**src/rtl/pipe_adder_pkg.sv**
```systemverilog
// rtl/pipe_adder_pkg.sv - shared constants and helpers for the pipelined adder
package pipe_adder_pkg;

  localparam logic MODE_ADD = 1'b0;
  localparam logic MODE_SUB = 1'b1;

  // Bits handled by each pipeline stage.
  function automatic int chunk_width(input int width, input int stages);
    return width / stages;
  endfunction

  // Legal geometry: at least one stage, no more stages than bits, equal chunks.
  function automatic bit widths_ok(input int width, input int stages);
    return (stages >= 1) && (stages <= width) && ((width % stages) == 0);
  endfunction

endpackage

```
**src/rtl/pipe_add_stage.sv**
```systemverilog
// rtl/pipe_add_stage.sv - combinational CW-bit ripple chunk adder
module pipe_add_stage #(
  parameter int CW = 4
) (
  input  logic [CW-1:0] a,
  input  logic [CW-1:0] b,
  input  logic          ci,
  output logic [CW-1:0] s,
  output logic          co,
  output logic          cmsb
);

  logic carry;
  logic cm;

  // Ripple through one full-adder cell per bit; remember the carry entering the MSB.
  always_comb begin
    carry = ci;
    cm    = 1'b0;
    s     = '0;
    for (int i = 0; i < CW; i++) begin
      s[i] = a[i] ^ b[i] ^ carry;
      if (i == CW - 1) cm = carry;
      carry = (a[i] & b[i]) | (carry & (a[i] ^ b[i]));
    end
    co   = carry;
    cmsb = cm;
  end

endmodule

```
**src/rtl/pipe_adder.sv**
```systemverilog
// rtl/pipe_adder.sv - pipelined add/subtract unit with valid/ready handshake
module pipe_adder
  import pipe_adder_pkg::*;
#(
  parameter int WIDTH  = 16,
  parameter int STAGES = 4
) (
  input  logic             clk,
  input  logic             rst_n,
  input  logic             in_valid,
  output logic             in_ready,
  input  logic [WIDTH-1:0] a,
  input  logic [WIDTH-1:0] b,
  input  logic             cin,
  input  logic             sub,
  output logic             out_valid,
  input  logic             out_ready,
  output logic [WIDTH-1:0] sum,
  output logic             cout,
  output logic             ovf
);

  localparam int CW     = chunk_width(WIDTH, STAGES);
  localparam bit CFG_OK = widths_ok(WIDTH, STAGES);

  if (!CFG_OK) begin : g_cfg_err
    $error("pipe_adder: WIDTH must be a multiple of STAGES and STAGES <= WIDTH");
  end

  // Per-stage registers: valid, skewed operands, partial sum and chunk carry.
  logic [STAGES-1:0]            v_q;
  logic [STAGES-1:0]            c_q;
  logic [STAGES-1:0][WIDTH-1:0] a_q;
  logic [STAGES-1:0][WIDTH-1:0] b_q;
  logic [STAGES-1:0][WIDTH-1:0] s_q;
  logic                         ovf_q;

  logic             adv;
  logic [WIDTH-1:0] b_eff;
  logic             cin_eff;

  logic [STAGES-1:0][CW-1:0] op_a;
  logic [STAGES-1:0][CW-1:0] op_b;
  logic [STAGES-1:0][CW-1:0] st_s;
  logic [STAGES-1:0]         op_c;
  logic [STAGES-1:0]         st_co;
  logic [STAGES-1:0]         st_cm;

  // The whole pipe moves together whenever the output slot is free or being drained.
  assign adv       = !v_q[STAGES-1] || out_ready;
  assign in_ready  = adv;
  assign out_valid = v_q[STAGES-1];
  assign sum       = s_q[STAGES-1];
  assign cout      = c_q[STAGES-1];
  assign ovf       = ovf_q;

  // Stage 0 works on the live inputs; stage k works on chunk k of the operands skewed down from stage k-1.
  always_comb begin
    op_a    = '0;
    op_b    = '0;
    op_c    = '0;
    b_eff   = (sub == MODE_SUB) ? ~b : b;
    cin_eff = (sub == MODE_SUB) ? 1'b1 : cin;
    op_a[0] = a[CW-1:0];
    op_b[0] = b_eff[CW-1:0];
    op_c[0] = cin_eff;
    for (int k = 1; k < STAGES; k++) begin
      op_a[k] = a_q[k-1][k*CW +: CW];
      op_b[k] = b_q[k-1][k*CW +: CW];
      op_c[k] = c_q[k-1];
    end
  end

  for (genvar k = 0; k < STAGES; k++) begin : g_stage
    pipe_add_stage #(.CW(CW)) u_stage (
      .a    (op_a[k]),
      .b    (op_b[k]),
      .ci   (op_c[k]),
      .s    (st_s[k]),
      .co   (st_co[k]),
      .cmsb (st_cm[k])
    );
  end

  // Shift every stage one position on advance; hold everything while stalled.
  always_ff @(posedge clk or negedge rst_n) begin
    if (!rst_n) begin
      v_q   <= '0;
      c_q   <= '0;
      a_q   <= '0;
      b_q   <= '0;
      s_q   <= '0;
      ovf_q <= 1'b0;
    end else if (adv) begin
      v_q[0]          <= in_valid;
      a_q[0]          <= a;
      b_q[0]          <= b_eff;
      s_q[0]          <= '0;
      s_q[0][CW-1:0]  <= st_s[0];
      c_q[0]          <= st_co[0];
      for (int k = 1; k < STAGES; k++) begin
        v_q[k]              <= v_q[k-1];
        a_q[k]              <= a_q[k-1];
        b_q[k]              <= b_q[k-1];
        s_q[k]              <= s_q[k-1];
        s_q[k][k*CW +: CW]  <= st_s[k];
        c_q[k]              <= st_co[k];
      end
      ovf_q <= st_cm[STAGES-1] ^ st_co[STAGES-1];
    end
  end

endmodule

```
**config.mk**
```make
export PLATFORM = sky130hd
export DESIGN_NAME = pipe_adder
export DESIGN_NICKNAME = d
export VERILOG_FILES = /design/src/rtl/pipe_adder_pkg.sv /design/src/rtl/pipe_add_stage.sv /design/src/rtl/pipe_adder.sv
export SDC_FILE = /design/constraint.sdc
export NUM_CORES = 1
export LEC_CHECK = 0
export ABC_AREA = 1
export CAP_MARGIN = 20
export CORE_UTILIZATION = 38
export DETAILED_ROUTE_END_ITERATION = 10
export GPL_TIMING_DRIVEN = 0
export PLACE_DENSITY = 0.58
export SYNTH_ARGS = -nofsm -noshare
export SYNTH_HDL_FRONTEND = slang
export SYNTH_HIERARCHICAL = 1
export SYNTH_SLANG_ARGS = --single-unit
```
**constraint.sdc**
```tcl
create_clock -name clk -period 2.6 [get_ports clk]
set_input_delay 0.26 -clock clk [delete_from_list [all_inputs] [get_ports clk]]
set_output_delay 0.26 -clock clk [all_outputs]
set_load 0.05 [all_outputs]
```
Yosys cells after proc, flatten, opt, wreduce, memory -nomap -nowiden
Cells that the tools add are included.

operators by class
  eq/ne operators = 0
  multiplexer cells = 2
  reduce and logical (&&, ||, !) cells = 2
  bitwise gates (word level) = 82
  multiply operators = 0
  add/subtract/negate cells = 0
  magnitude comparators = 0
  shifts and indexed selects = 0
  div/mod/pow operators = 0

operators by type and width
  operator            number
  XOR 1 bit           33
  AND 1 bit           32
  two-way mux 16 bit  1
  inverter 16 bit     1
  bitwise OR 1 bit    16
  logical NOT 1 bit   1
  logical OR 1 bit    1
  two-way mux 1 bit   1

storage, ports and cells
  memory bits (writable) = 0
  input port bits = 38
  bits in registers = 145
  bits in read-only memories = 0
  memories kept = 0
  output and inout port bits = 20
  word-level logic and storage cells = 99
  latch bits = 0

Depth between registers and ports, before layout
  depth in word-level cells = 11
  mapped depth = 11
  mapped depth without buffers = 10

By module
Netlist, hierarchy kept.

modules (own cells, without submodules)
  module          cells each  area an instance (µm²)  sequential area each (µm²)  times used
  pipe_adder      453         3966.3                  2427.3                      1
  pipe_add_stage  12          110.1                   0.0                         4

Least setup slack after synthesis
Ideal clock, no wire load.

  path kind = input to register
  start = input sub
  end = register s_q[3] (netlist bit)
  data arrival time = 2350 ps
  setup slack = 124 ps
  path buffers = 2
  library setup time = 126 ps
  required time = 2474 ps
  cell stages on the path = 11
  cell sequence = buf_2 -> buf_2 -> xor2_1 -> fa_1 -> inv_1 -> fa_1 -> fa_1 -> inv_1 -> fa_1 -> nand2_1 -> o21ai_0

RTL lines
  item                           line               source
  start, declared                pipe_adder.sv:15   input logic sub,
  end signal, assigned by index  pipe_adder.sv:99   s_q[0][CW-1:0] <= st_s[0];
  end signal, assigned by index  pipe_adder.sv:105  s_q[k] <= s_q[k-1];
  end signal, assigned by index  pipe_adder.sv:106  s_q[k][k*CW +: CW] <= st_s[k];
  end, declared                  pipe_adder.sv:35   logic [STAGES-1:0][WIDTH-1:0] s_q;

Worst setup path in the final report
  start = input out_ready
  end = output in_ready

between the ends
  longest elaborated chain between the ends = 1

RTL lines
  item              line              source
  start, declared   pipe_adder.sv:17  input logic out_ready,
  logical OR 1 bit  pipe_adder.sv:50  assign adv = !v_q[STAGES-1] || out_ready;
  end, declared     pipe_adder.sv:11  output logic in_ready,

Every way passes these cells.

==> run metrics <==
Diodes inserted 0; global-route wire length before repair about 15000 µm; Avg Cell Area, Syn between 8 and 9 µm²; Peak VDD IR 0.675 mV; Seq/Total Area, Yosys 0.551; CP most frequent cell clkdlybuf4s50_1; Adder-Cell Fraction of Synth Area 0.0727; drc violations 0; CP delay by family, top buffers and inverters; Final Critical Period about 2.4 ns; CP Data Arrival Time between 2 and 2.5 ns; Min-Delay Path Class primary input to register; register bit total from synthesis 97; Post-Synth Simple-Gate Area 0.202; First-pass DRT Iterations 4; latest clock arrival within the worst-skew pair approximately 0.34 ns; Buf/Inv on CP 4; crit path max fanout 10; crit-path max cell delay approximately 0.84 ns; CP Cell Sequence clkdlybuf4s50_1, inv_1, nand2_2, buf_2, clkdlybuf4s50_1; Die ar. ~12000 µm²; crit share post-route 0.919; GP Congestion 0.747; CTS Buffer Depth 2; clock tree sinks just under 100; Startpoint Class primary input; P_leak 2.85 nW; Area Growth Syn to Fin 24.4%; clock skew between 0.005 and 0.006 ns; CTS tree built; actual slew at the worst max-slew pin just under 0.5 ns; Remaining Overflow, GRT 0; number of global-route vias before repair 3081; most common cell after layout, fill and taps aside nand2_1; postcts setup bufs 0; Hold WS just under 0.3 ns; post-synthesis net count between 500 and 600; Hold Vio Cnt, Final 0; final setup violating endpoints 0; synth top area cells dfrtp_1 55%, nand2_1 18%, fa_1 7.3%, inv_1 6.0%, o21ai_0 5.0%; Max-Cap Viols 0; Vias/cell between 4 and 5; largest net degree at the start of global routing 66; H-tree Lvls 3; Vias 3147; height of the chip approximately 110 µm; Mapped Cells about 500; Placed Area about 5200 µm²; CP Class primary input to primary output; compound-gate portion of the synthesized area 0.0500; slowest CP cell clkdlybuf4s50_1; Placement Rows 38; FILL cells ~1100; mapped cell area roughly 4400 µm²; Max-slew headroom 0.671; Port-buffer cells 56; status complete, no violations; largest family of logic cells by synthesized area simple AND/OR/NAND/NOR gates; Clk Tree Root Cell clkbuf_16; RSZ-0062 raised after global routing false; Peak Freq roughly 420 MHz; clock-pin transition on the worst setup and hold timing paths approximately 0.06 ns; drt wl/cell 12.1 µm; initial antenna violation count 0; Die Span X roughly 110 µm; DR iter-0 viols between 100 and 150; Synth Area in XOR/XNOR 0.00795; Slew Viols, Final 0; pwr/cell area 1200 nW/µm²; I/O pins 58; most frequent cells in the layout 214 x nand2_1, 97 x dfrtp_1, 70 x inv_1; Core ar. 11100 µm²; dpl hpwl around 6300 µm; CP Capture Type primary output; area leader, netlist dfrtp_1; Worst Path Required between 2 and 2.5 ns; Layout Cell Area excl Fill ~5500 µm²; Starting Density 0.398; post-synthesis mux area share 0; Netlist cell types 14; final net count roughly 620; drt total wl ~8600 µm; All-Layer GR Usage 0.164; TritonCTS Buffers 9; Synth top area share 0.551; Synth Warn # 6; Antenna Nets Post-Route 0; ratio of cells with drive above 1 in the final layout 0.0991
-- final timing paths --
kind,start,to,slack [ns],cells after the start
worst max register to register,b_q[44]$_DFFE_PN0P_,sum[15]$_DFFE_PN0P_,0.47,8
worst min register to register,v_q[2]$_DFFE_PN0P_,v_q[3]$_DFFE_PN0P_,0.45,2
worst min-delay path,sub,b_q[4]$_DFFE_PN0P_,0.29,4
worst max-delay path,out_ready,in_ready,0.21,5
min in group asynchronous,rst_n,sum[10]$_DFFE_PN0P_,0.41,2
max in group asynchronous,rst_n,b_q[45]$_DFFE_PN0P_,1.52,3
-- registers in the layout, indices dropped and copies added, names as in the netlist --
name	count
s_q	24
a_q	24
v_q	4
ovf	1
c_q	4
sum	16
b_q	24
-- synthesized netlist by cell type --
library cell  number
buf_2             13
fa_1              16
nand2_1          214
xor2_1             4
inv_1             70
nand3_1           13
nand2_2            1
dfrtp_1           97
inv_2              1
clkbuf_1           4
nor2_4             1
o21ai_0           44
or2_2              1
buf_4             22
-- layer usage --
| layer | GRT usage | share of wire | vias up |
|---|---|---|---|
| met5 | 0 | 0 | - |
| li1 | - | - | 1610 |
| met3 | 0.0409 | 0.032 | 7 |
| met1 | 0.217 | 0.48 | 1470 |
| met4 | 0.0457 | 0.013 | 0 |
| met2 | 0.269 | 0.47 | 60 |
-- cell families (layout without fill, tap and decap cells) --
group / count (synthesis) / count (layout)
simple gates: 230 / 230
buf+inv: 110 / 184
flops: 97 / 97
compound gates: 44 / 44
fa+ha+maj: 16 / 16
xor+xnor: 4 / 4
-- worst reg2reg max path, cell delays in order, from the launching register on --
cell	delay [ns]
dfrtp_1	0.38
fa_1	0.18
inv_1	0.05
fa_1	0.37
fa_1	0.37
inv_1	0.11
fa_1	0.43
nand2_1	0.08
nand2_1	0.05
-- final cells by class --
type | instances | area, µm² | share of cell area
clock buffers | 10 | 239 | 0.0436
plain buffers | 39 | 245 | 0.0447
flip-flops and latches | 97 | 2430 | 0.443
clock inverters | 6 | 66.3 | 0.0121
well taps | 140 | 175 | 0.0319
repair buffers | 58 | 596 | 0.109
multi-input cells | 294 | 1470 | 0.268
inverters | 71 | 267 | 0.0486
-- power by group --
part	total, mW	switching [mW]	internal, mW
sequential	2.53	0.351	2.18
clock	1.34	0.564	0.773
combinational	2.73	1.67	1.06
-- through the flow --
stage | total power [mW] | setup WS [ns] | util | setup TNS, ns | instances
finish | 6.60 | 0.210 | 0.495 | 0 | 715
CTS | 6.69 | 0.200 | 0.495 | 0 | 715
global route | 7.15 | 0.126 | 0.495 | 0 | 715
detailed placement | 5.33 | -0.131 | 0.466 | -0.131 | 698
global placement | 5.26 | -2.28 | 0.464 | -220.44 | 697
floorplan | 4.47 | 0.124 | - | 0 | 501
-- timing repair --
| item | in CTS | in global routing |
|---|---|---|
| gates resized for setup | 0 | 0 |
| hold buffers | 1 | 0 |
| endpoints found under the hold margin | 32 | 0 |
Note: power is estimated with default switching activity, not from simulation.
